`src/rtl/csa_operand_sequencer.sv`:
```
// Operand loader and result capture wrapped around the 10-operand carry-save adder.
// Loads ten bytes, waits one settle cycle, captures the sum, and checks it against a running reference.
module csa_operand_sequencer #(
    parameter int WIDTH = 8,
    parameter int SUM_W = 18
) (
    input  logic             clk,
    input  logic             rst,
    input  logic             in_valid,
    input  logic [WIDTH-1:0] in_data,
    output logic             in_ready,
    input  logic             abort,
    output logic [WIDTH-1:0] op_a,
    output logic [WIDTH-1:0] op_b,
    output logic [WIDTH-1:0] op_c,
    output logic [WIDTH-1:0] op_d,
    output logic [WIDTH-1:0] op_e,
    output logic [WIDTH-1:0] op_f,
    output logic [WIDTH-1:0] op_g,
    output logic [WIDTH-1:0] op_h,
    output logic [WIDTH-1:0] op_i,
    output logic [WIDTH-1:0] op_j,
    input  logic [SUM_W-1:0] csa_sum,
    output logic             out_valid,
    output logic [SUM_W-1:0] out_sum,
    input  logic             out_ready,
    output logic             sum_err,
    output logic             busy
);

    typedef enum logic [1:0] {
        LOAD,
        SETTLE,
        HOLD
    } state_t;

    state_t           state;
    state_t           next_state;
    logic [3:0]       cnt;
    logic [WIDTH-1:0] ops [10];
    logic [SUM_W-1:0] ref_sum;
    logic             accept;
    logic             do_abort;
    logic             capture;
    logic             release_out;

    always_ff @(posedge clk or posedge rst) begin
        if (rst) state <= LOAD;
        else     state <= next_state;
    end

    // Abort takes priority over a same-cycle accept; the byte is dropped.
    always_comb begin
        next_state  = state;
        accept      = 1'b0;
        do_abort    = 1'b0;
        capture     = 1'b0;
        release_out = 1'b0;
        case (state)
            LOAD: begin
                if (abort) begin
                    do_abort = 1'b1;
                end else if (in_valid) begin
                    accept = 1'b1;
                    if (cnt == 4'd9) next_state = SETTLE;
                end
            end
            SETTLE: begin
                capture    = 1'b1;
                next_state = HOLD;
            end
            HOLD: begin
                if (out_ready) begin
                    release_out = 1'b1;
                    next_state  = LOAD;
                end
            end
            default: next_state = LOAD;
        endcase
    end

    assign in_ready = (state == LOAD);
    assign busy     = (state != LOAD) || (cnt != 4'd0);

    always_ff @(posedge clk or posedge rst) begin
        if (rst) begin
            cnt       <= '0;
            ref_sum   <= '0;
            out_sum   <= '0;
            out_valid <= 1'b0;
            sum_err   <= 1'b0;
            for (int unsigned i = 0; i < 10; i++) ops[i] <= '0;
        end else begin
            if (do_abort) begin
                cnt     <= '0;
                ref_sum <= '0;
            end else if (accept) begin
                for (int unsigned i = 0; i < 10; i++) begin
                    if (cnt == 4'(i)) ops[i] <= in_data;
                end
                ref_sum <= ref_sum + SUM_W'(in_data);
                cnt     <= (cnt == 4'd9) ? 4'd0 : cnt + 4'd1;
            end
            if (capture) begin
                out_sum   <= csa_sum;
                sum_err   <= (csa_sum != ref_sum);
                out_valid <= 1'b1;
            end
            if (release_out) begin
                out_valid <= 1'b0;
                ref_sum   <= '0;
            end
        end
    end

    assign op_a = ops[0];
    assign op_b = ops[1];
    assign op_c = ops[2];
    assign op_d = ops[3];
    assign op_e = ops[4];
    assign op_f = ops[5];
    assign op_g = ops[6];
    assign op_h = ops[7];
    assign op_i = ops[8];
    assign op_j = ops[9];

endmodule

```
`config.mk`:
```
export PLATFORM = sky130hd
export DESIGN_NAME = csa_operand_sequencer
export DESIGN_NICKNAME = d
export VERILOG_FILES = /design/src/rtl/csa_operand_sequencer.sv
export SDC_FILE = /design/constraint.sdc
export NUM_CORES = 1
export LEC_CHECK = 0
export CORE_AREA = 2 2 114 116
export CTS_CLUSTER_SIZE = 12
export DETAILED_ROUTE_END_ITERATION = 10
export DIE_AREA = 0 0 116 118
export GPL_ROUTABILITY_DRIVEN = 0
export PLACE_DENSITY = 0.72
export SLEW_MARGIN = 40
export SYNTH_ARGS = -nofsm -noshare
export SYNTH_HDL_FRONTEND = slang
export SYNTH_SLANG_ARGS = --single-unit
```
`constraint.sdc`:
```
create_clock -name clk -period 9.8 [get_ports clk]
set_input_delay 1.47 -clock clk [delete_from_list [all_inputs] [get_ports clk]]
set_output_delay 1.47 -clock clk [all_outputs]
set_load 0.05 [all_outputs]
```
; Yosys cells after proc, flatten, opt, wreduce, memory -nomap -nowiden
; Cells that the tools add are included.
[totals]
regBits = 124
latch_bits = 0
ram_bits = 0
mem_bits_ro = 0
output_inout_bits = 102
word_cells = 75
memories = 0
[classes]
addsub = 2
n_mul = 0
div = 0
magnitude_cmp = 0
eq_ne = 16
shifts = 0
n_mux = 21
bitwise_logic = 1
reduce_logical = 19
[op_table]
columns = cell, count
row1 = $mux 18, 3
row2 = $reduce_and 3->1, 10
row3 = $add 18x8->18, 1
row4 = $ne 18x18->1, 1
row5 = $eq 4x3->1 const B, 4
row6 = $mux 4, 3
row7 = $mux 1, 10
row8 = $eq 4x2->1 const B, 2
row9 = $eq 4x4->1 const B, 2
row10 = $mux 2, 4
row11 = $ne 2x2->1 const B, 3
row12 = $pmux 2 s3, 1
row13 = $reduce_bool 2->1, 3
row14 = $add 4x1->4 const B, 1
row15 = $eq 4x1->1 const B, 1
row16 = $logic_not 4->1, 1
row17 = $reduce_and 4->1, 1
row18 = $reduce_bool 4->1, 1
row19 = $reduce_bool 3->1, 1
row20 = $eq 2x1->1 const B, 1
row21 = $eq 2x2->1 const B, 1
row22 = $logic_not 2->1, 1
row23 = $ne 2x1->1 const B, 1
row24 = $logic_or 1x1->1, 1
row25 = $not 1->1, 1

; Logic depth before layout (Yosys ltp)
; Gate-level depths: netlist of run 1.
[logic_depth]
depth_word = 6
ltp_mapped = 8
mapped_depth_nobuf = 8

; Least setup slack after synthesis of run 1
; OpenSTA, ideal clock, no wires.
[synth_timing]
kind = reg-to-output
startpoint = register state[1]
endpoint = output busy
t_arrival_ns = 1.954
setup_slack_ns = 6.376
stages_incl_launch_ff = 4
n_path_buf = 1
path_cell_list = dfrtp_1 -> buf_6 -> nor2_1 -> nand3_1
[synth_via]
elab_chain_cells = 2
[synth_lines]
columns = item, line
row1 = "start, declared", 37  ; state_t state;
row2 = "start signal, assigned", 49  ; else state <= next_state;
row3 = $reduce_bool 2->1, 83  ; assign busy = (state != LOAD) || (cnt != 4'd0);
row4 = $logic_or 1x1->1, 83
row5 = "end, declared", 28  ; output logic busy
; No other way between the ends.

; Worst setup path in the final report of run 1
[layout_timing]
startpoint = input in_data[2]
endpoint = register ref_sum[15]
[layout_via]
elab_chain_cells = 4
[layout_lines]
columns = item, line
row1 = "start, declared", 10  ; input logic [WIDTH-1:0] in_data,
row2 = $add 18x8->18, 101  ; ref_sum <= ref_sum + SUM_W'(in_data);
row3 = $mux 18, 97  ; end else if (accept) begin
row4 = $mux 18, 94  ; if (do_abort) begin
row5 = $mux 18, 109  ; if (release_out) begin
row6 = "end signal, assigned", 101
row7 = "end, declared", 41  ; logic [SUM_W-1:0] ref_sum;
; No other way between the ends. The select of a mux whose other input is x is not followed.
; A chain may end at the register's enable or synchronous reset.

==> results, run 1 <==
- The flow ran to the end, and the final reports show no timing, DRC or antenna violations.
- The worst setup path is captured at a flip-flop.
- The routed wire length per instance is about 18 um.
- The worst setup path category is in -> reg.
- The total power divided by cell area is slightly below 200 mW/mm^2.
- The share of the core filled with cells is about three fifths.
- For this block, the initial DRC count from the detailed router was 116.
- The total power consumption of the routed design is around 1500 uW.
- The count of final max-slew check failures is 0.
- The number of buffers and inverters on the critical path is 1.
- After synthesis, the mean cell area works out to ~13 um^2.
- The cell count after synthesis is 432.
- The buffer depth of the longest clock path is 2.
- The synthesized design devotes to its leading area cell type roughly 57% of total area.
- The startpoint of the most critical hold path is op_b[1].
- The I/O pin count is about 130.
- The wire-length estimate of the detail-placed layout is approximately 9500 um.
- The number of nets in the synthesized netlist is ~470.
- The largest delay contributor family on the critical path is compound AO/OA/AOI/OAI gates.
- The count of final setup violators is 0.
- The residual overflow from global routing is 0.
- The post-route worst setup slack is 5630 ps.
- The setup total negative slack is 0 ps.
- The launch point of the worst reg-to-reg path is state[1].
- Timing analysis after detailed placement gives a worst setup slack of 5280 ps.
- The flop and latch count out of synthesis is 124.
- The post-route netlist has between 20% and 30% of its cells at a drive strength greater than 1.
- The stage delay of the slowest cell on the critical path is approximately 690 ps.
- After floorplanning, the core was divided into 41 placement rows.
- At the worst endpoint, the required time is slightly above 10000 ps.
- The upper clock frequency limit is 240 MHz.
- The count of input and output buffers is ~130.
- The vias after detailed routing is ~3900.
- The type of origin of the critical path is an input port.
- The leakage power summed over all cells is about 0.0033 uW.
- Setup repair after global routing left no endpoint under its margin.
- The number of unique standard cell types used by synthesis is 50.
- Once the floorplan was initialized, standard cells occupied between 40 and 50% of the core.
- The number of nets with antenna violations after detailed routing is 0.
- In the post-synthesis netlist, the cell with the most instances is sky130_fd_sc_hd__dfrtp_1.
- The H-tree was split into 4 levels.
- Hold is met by 485 ps.
- The first global-routing pass estimated about 22000 um of wire.
- In this run the worst setup path begins at in_data[2].
- The final-layout fill cell count is 1001.
- The initial antenna violation count was 0.
- The remaining max-slew budget at the tightest pin is 47.4%.
- The TritonCTS clock tree is built.
- The critical path goes through clkdlybuf4s50_1 -> ha_1 -> o211ai_1 -> o21ai_0 -> a41oi_1 -> or4b_1 -> a32o_1.
- For this run, the leading register cell type out of synthesis is sky130_fd_sc_hd__dfrtp_1.
- The layout-stage area growth over the synthesis result is 37.2%.
- The Yosys step of the flow raised 0 warnings.
- The DRC violation count after routing is 0.
- After layout, the minimum clock period comes to roughly 4200 ps.
- The count of inserted antenna diode cells is 0.
- The number of gates resized after CTS is 0.
- The number of clock buffers inserted by TritonCTS is 17.
- Sorting the synthesized cells by how often they occur yields sky130_fd_sc_hd__dfrtp_1 (124), sky130_fd_sc_hd__mux2_2 (90), sky130_fd_sc_hd__nand2_1 (36).
- Among all stages on the critical path, the largest delay is contributed by sky130_fd_sc_hd__clkdlybuf4s50_1.
- The critical path arrival is 4460 ps.
- CTS saw between 100 and 150 sinks.
- The number of maximum-capacitance constraint violations is 0.
- The most area-hungry cell type in the Yosys netlist is sky130_fd_sc_hd__dfrtp_1.
- The number of hold buffers added after CTS was 0.
- The final layout contains ~600 nets.
- The post-detailed-route via-to-cell ratio is 5.17.
- The standard cell core area is ~0.012 mm^2.
- The measured slew at the worst slew-check pin is 788 ps.
- The routed design has ~14000 um of wire.
- VDD sags by at most roughly 0.00016 V.
- The clock slew at the register clock pins of the worst setup and hold paths is about 60 ps.
- The insertion delay to the later sink of the worst-skew pair is around 410 ps.
- Counting flops with an async set or reset pin after synthesis yields a share of between 90% and 100%.
- The final critical path takes up a little over two fifths of the cycle.
- After clock tree synthesis, the setup repair step added 0 buffers.
- The number of global-route vias before repair was between 4000 and 5000.
- Across the routed clock network, the largest skew measured is 7.02 ps.
- The die is approximately 120 um wide.
- The floorplan die area is ~0.014 mm^2.
- The worst hold path belongs to the class reg -> reg.
- The clock tree root driver cell is sky130_fd_sc_hd__clkbuf_16.
- The die extent in y is approximately 120 um.
- The first detailed-routing pass ran for 5 iterations.
- The maximum number of pins on one net before global-route repair is 81.
- Counting flops with a built-in enable in the synthesized netlist gives 0.
- The final hold violation count is 0.
- The fraction of the yosys area taken by sequential cells is a little under three fifths.
- Global routing used between 20% and 30% of the available tracks across all layers.
- Yosys attributes the largest share of cell area to sky130_fd_sc_hd__dfrtp_1 (57%), sky130_fd_sc_hd__mux2_2 (19%), sky130_fd_sc_hd__xnor2_1 (2.7%).
- Along the worst path, the maximum fanout reaches 11.
- The summed instance area of the synthesized netlist is roughly 0.0055 mm^2.
area by class of cell:
class | count | area, um^2 | area share [%]
Clock inverter | 11 | 121 | 1.62
Inverter | 8 | 32.5 | 0.434
Timing Repair Buffer | 134 | 1340 | 17.9
Sequential cell | 124 | 3100 | 41.4
Multi-Input combinational cell | 279 | 2250 | 30.0
Tap cell | 172 | 215 | 2.87
Clock buffer | 21 | 440 | 5.87
worst reg2reg max path, delay by kind of cell, from the launching register on:
kind / cells / cell delay (ps)
multiplexers: 1 / 410
flip-flops: 1 / 480
AND/OR/NAND/NOR: 3 / 1750
sequential cells by signal, summed over array words and instances, names as in the netlist:
signal / cells
op_a: 8
op_b: 8
op_j: 8
out_sum: 18
op_i: 8
ref_sum: 18
state: 2
op_e: 8
sum_err: 1
op_h: 8
cnt: 4
op_g: 8
op_f: 8
op_c: 8
out_valid: 1
op_d: 8
cell usage in the layout, fill, tap and decap left out, types with 4 or more instances in the layout:
| master | netlist | layout |
|---|---|---|
| sky130_fd_sc_hd__a21oi_1 | 12 | 11 |
| sky130_fd_sc_hd__o21a_1 | 5 | 5 |
| sky130_fd_sc_hd__nand4_1 | 7 | 7 |
| sky130_fd_sc_hd__mux2_2 | 90 | 90 |
| sky130_fd_sc_hd__dfrtp_1 | 124 | 124 |
| sky130_fd_sc_hd__nor2_1 | 14 | 14 |
| sky130_fd_sc_hd__clkbuf_16 | 0 | 17 |
| sky130_fd_sc_hd__nor3_1 | 7 | 7 |
| sky130_fd_sc_hd__o22ai_1 | 5 | 5 |
| sky130_fd_sc_hd__clkbuf_1 | 7 | 4 |
| sky130_fd_sc_hd__xnor2_1 | 17 | 17 |
| sky130_fd_sc_hd__inv_1 | 8 | 7 |
| sky130_fd_sc_hd__nand2_1 | 36 | 36 |
| sky130_fd_sc_hd__nor2b_1 | 7 | 6 |
| sky130_fd_sc_hd__ha_1 | 8 | 8 |
| sky130_fd_sc_hd__clkinv_2 | 0 | 4 |
| sky130_fd_sc_hd__o21ai_0 | 19 | 19 |
| sky130_fd_sc_hd__xor2_1 | 6 | 6 |
| sky130_fd_sc_hd__clkdlybuf4s50_1 | 0 | 132 |
| sky130_fd_sc_hd__a21o_1 | 5 | 5 |
worst paths after layout:
check / to / slack, ps / cells after the start
worst max-delay path: ref_sum[15] / 5630 / 7
worst min-delay path: op_b[1] / 490 / 2
worst max register to register: op_h[5] / 7030 / 4
worst min register to register: op_b[1] / 490 / 2
max in group asynchronous: op_g[4] / 7200 / 3
min in group asynchronous: out_sum[12] / 1470 / 2
cell families after synthesis:
logic type,after synthesis,synth area share [%]
buffers and inverters,29,2.31
xor gates and xnor gates,23,3.69
AOI/OAI and AO/OA,67,7.92
DFF,124,56.8
muxes,90,18.5
and+or+nand+nor,90,8.56
adders and majority gates,9,2.20
metal layers:
layer  vias up  share of wire [%]  GRT usage [%]
li1       1814                  -              -
met1      1911                 41           25.2
met3        14                9.8           10.4
met4         0                1.2           6.10
met5         -                  0              0
met2       133                 48           32.6
power by group:
| part | switching, uW | total [uW] | internal (uW) |
|---|---|---|---|
| clock | 221 | 594 | 373 |
| combinational | 195 | 308 | 113 |
| sequential | 26.5 | 576 | 550 |
| total | 442 | 1480 | 1040 |
through the flow:
| step | area [um^2] | std cells |
|---|---|---|
| finish | 7500 | 749 |
| global route | 7500 | 749 |
| CTS | 7500 | 749 |
| detailed placement | 6940 | 717 |
| global placement | 6930 | 717 |
| floorplan | 5470 | 432 |
Power figures use the tool's default switching activity.
==> inputs of run 2 (changes only) <==
clock period = 4 ns   (was 9.8 ns; I/O delays follow)
==> run 2 against run 1 <==
Net effect:
- cell count up 0.93%
- design area is 2.1% higher
- setup slack got worse by 4600 ps
- sequential power increased by 140%
- register-to-register slack got worse by 5700 ps
- flip-flop and latch count is the same
- sequential share of layout area is 0.83 points lower
- routed wire length increased by 1.1%
- critical path type unchanged
==> results, run 2 (same netlist as run 1, synthesis figures left out) <==
- STA puts the critical path data required time at between 4000 and 5000 ps.
- Along the worst hold path, the cell count comes to 2.
- The layout-stage area growth over the synthesis result is 40.1%.
- The die is 116 um wide.
- The largest registers in the layout are out_sum x18, ref_sum x18.
- VDD sags by at most about 0.00041 V.
- Together, buffers and inverters on the worst path number 3.
- The worst setup path category is in -> reg.
- The routed wire length per instance is 18.2 um.
- The residual overflow from global routing is 0.
- The number of clock buffers added by TritonCTS is 17.
- In this design, the stage delay of the slowest critical-path cell is 560 ps.
- The initial antenna violation count is 0.
- For this block, the via count after detailed routing is between 3000 and 4000.
- The number of nets with antenna violations after detailed routing is 0.
- The standard cell core area is 0.0124 mm^2.
- The die is roughly 120 um tall.
- Setup violations remaining at the end of the flow were counted as 0.
- The final hold violation count was 0.
- The number of levels in the clock H-tree is 4.
- The top cell types in the final layout, fill and taps aside, are sky130_fd_sc_hd__clkdlybuf4s50_1 (132), sky130_fd_sc_hd__dfrtp_1 (124), sky130_fd_sc_hd__mux2_2 (90), sky130_fd_sc_hd__nand2_1 (36), sky130_fd_sc_hd__o21ai_0 (19).
- The remaining max-slew budget at the tightest pin is 54.4%.
- In this run, the number of DRC markers left after iteration 0 of detailed routing was roughly 200.
- The number of gates resized after CTS is 0.
- The TritonCTS clock tree is built.
- The largest delay contributor family on the critical path is simple AND/OR/NAND/NOR gates.
- The number of iterations in the first detailed-routing pass is 5.
- The run finished with clean final reports.
- The routed wire length is roughly 14000 um.
- Once the floorplan was initialized, standard cells occupied between 40% and 50% of the core.
- The wire length of the first global-routing pass is 22300 um.
- The cell count along the critical path is 10.
- The shortest period the worst path allows is ~3000 ps.
- Traced cell by cell, the critical path runs through clkdlybuf4s50_1 -> buf_4 -> ha_1 -> inv_1 -> fa_1 -> nor2b_1 -> o31a_1 -> o21ai_1 -> or4_1 -> a21oi_1.
- The total power divided by cell area is 508 mW/mm^2.
- The path class of the tightest hold or removal check is reg -> reg.
- The maximum number of pins on one net before global-route repair is between 100 and 150.
- CTS saw about 120 sinks.
- The number of global-route vias before repair is ~4100.
- The post-route netlist has around a quarter of its cells at a drive strength greater than 1.
- In this run the clock root is driven by a sky130_fd_sc_hd__clkbuf_16.
- For this design, the CTS-stage hold fixing added 0 buffers.
- Row generation in the floorplan step produced about 40 rows.
- After layout, the worst path uses approximately three quarters of the clock period.
- Timing analysis after detailed placement gives a worst setup slack of around 650 ps.
- In the final timing run, aggregate negative setup slack is 0 ps.
- The post-CTS setup-driven buffer insertion count is 0.
- In this run the worst path has a maximum fanout of 11.
- The count of final max-slew check failures is 0.
- After clock tree synthesis, the clock-pin slew on the worst setup and hold paths is ~60 ps.
- Setup repair after global routing left no endpoint under its margin.
- The post-route worst setup slack is between 1000 and 1500 ps.
- The slowest stage of the critical path is the sky130_fd_sc_hd__or4_1 cell.
- The worst setup path is launched from an input port.
- STA puts the critical path data arrival time at 3290 ps.
- The clock arrives with about 6.9 ps of skew.
- The upper clock frequency limit is ~340 MHz.
- For this run, the total global-route usage over all layers was measured as about a fifth.
- The library cell used most frequently in the layout, excluding fill and tap cells, is sky130_fd_sc_hd__clkdlybuf4s50_1.
- In this run the deepest clock path goes through 2 buffers.
- Buffers placed on the I/O ports in this run total around 130.
- The placed wire-length estimate is between 9000 and 10000 um.
- In the routed layout, each cell is associated on average with a via count of 5.17.
- The net count reported at finish is about 610.
- The floorplan die area is 0.0137 mm^2.
- For the pin with the worst max-slew slack, the measured transition is around 680 ps.
- During I/O placement, the number of pins put on the boundary was about 130.
- Max-cap violations in this run came to 0.
- The insertion delay to the later sink of the worst-skew pair is between 400 and 500 ps.
- For this run, design rule violations remaining after detail routing come to 0.
- The number of antenna diodes in the final layout is 0.
- The worst setup path is captured at a flip-flop.
- For the worst flop-to-flop path, the logic depth is 6.
- For this design the static power due to leakage is around 0.0034 uW.
-- run 2: cell type report --
class,instances,area (um^2)
inverter,8,32.5
multi-input combinational,279,2240
timing repair buffer,141,1400
clock buffer,22,474
sequential,124,3100
tap,172,215
fill,1020,4760
clock inverter,10,186
-- run 2: where the power goes --
group / switching [uW] / internal (uW) / total (uW)
Combinational: 480 / 283 / 763
Clock: 558 / 1150 / 1710
Sequential: 65.1 / 1350 / 1410
-- run 2: final timing paths --
kind                             from     endpoint  slack, ps
max in group asynchronous         rst      op_g[7]       2770
max                        in_data[0]  ref_sum[16]       1050
max reg2reg                ref_sum[3]  ref_sum[15]       1380
min in group asynchronous         rst    out_valid        690
min reg2reg                   op_b[1]      op_b[1]        490
min                           op_b[1]      op_b[1]        490
-- run 2: layer usage --
| metal | GRT usage, % | up-vias | routed length [um] |
|---|---|---|---|
| met5 | 0 | - | 0 |
| met4 | 7.66 | 0 | 276 |
| met3 | 8.08 | 20 | 1110 |
| met2 | 33.2 | 123 | 6520 |
| met1 | 26.7 | 1941 | 5820 |
| li1 | - | 1828 | - |
-- run 2: worst min-delay path: cells and delay by family (launching register included) --
kind | cells | cell delay [ps]
DFF | 1 | 340
and+or+nand+nor | 1 | 50
AOI/OAI and AO/OA | 1 | 60
-- run 2: stage by stage --
step	utilization (%)	cell area [um^2]	total power (uW)	instances	hold slack, ps
final	61.7	7650	3890	756	485
after global routing	61.7	7650	4020	756	520
after CTS	61.7	7650	3920	756	487
after detailed placement	56.3	6990	2200	724	474
after global placement	56.3	6990	2180	724	465
after floorplan	-	5470	1920	432	510
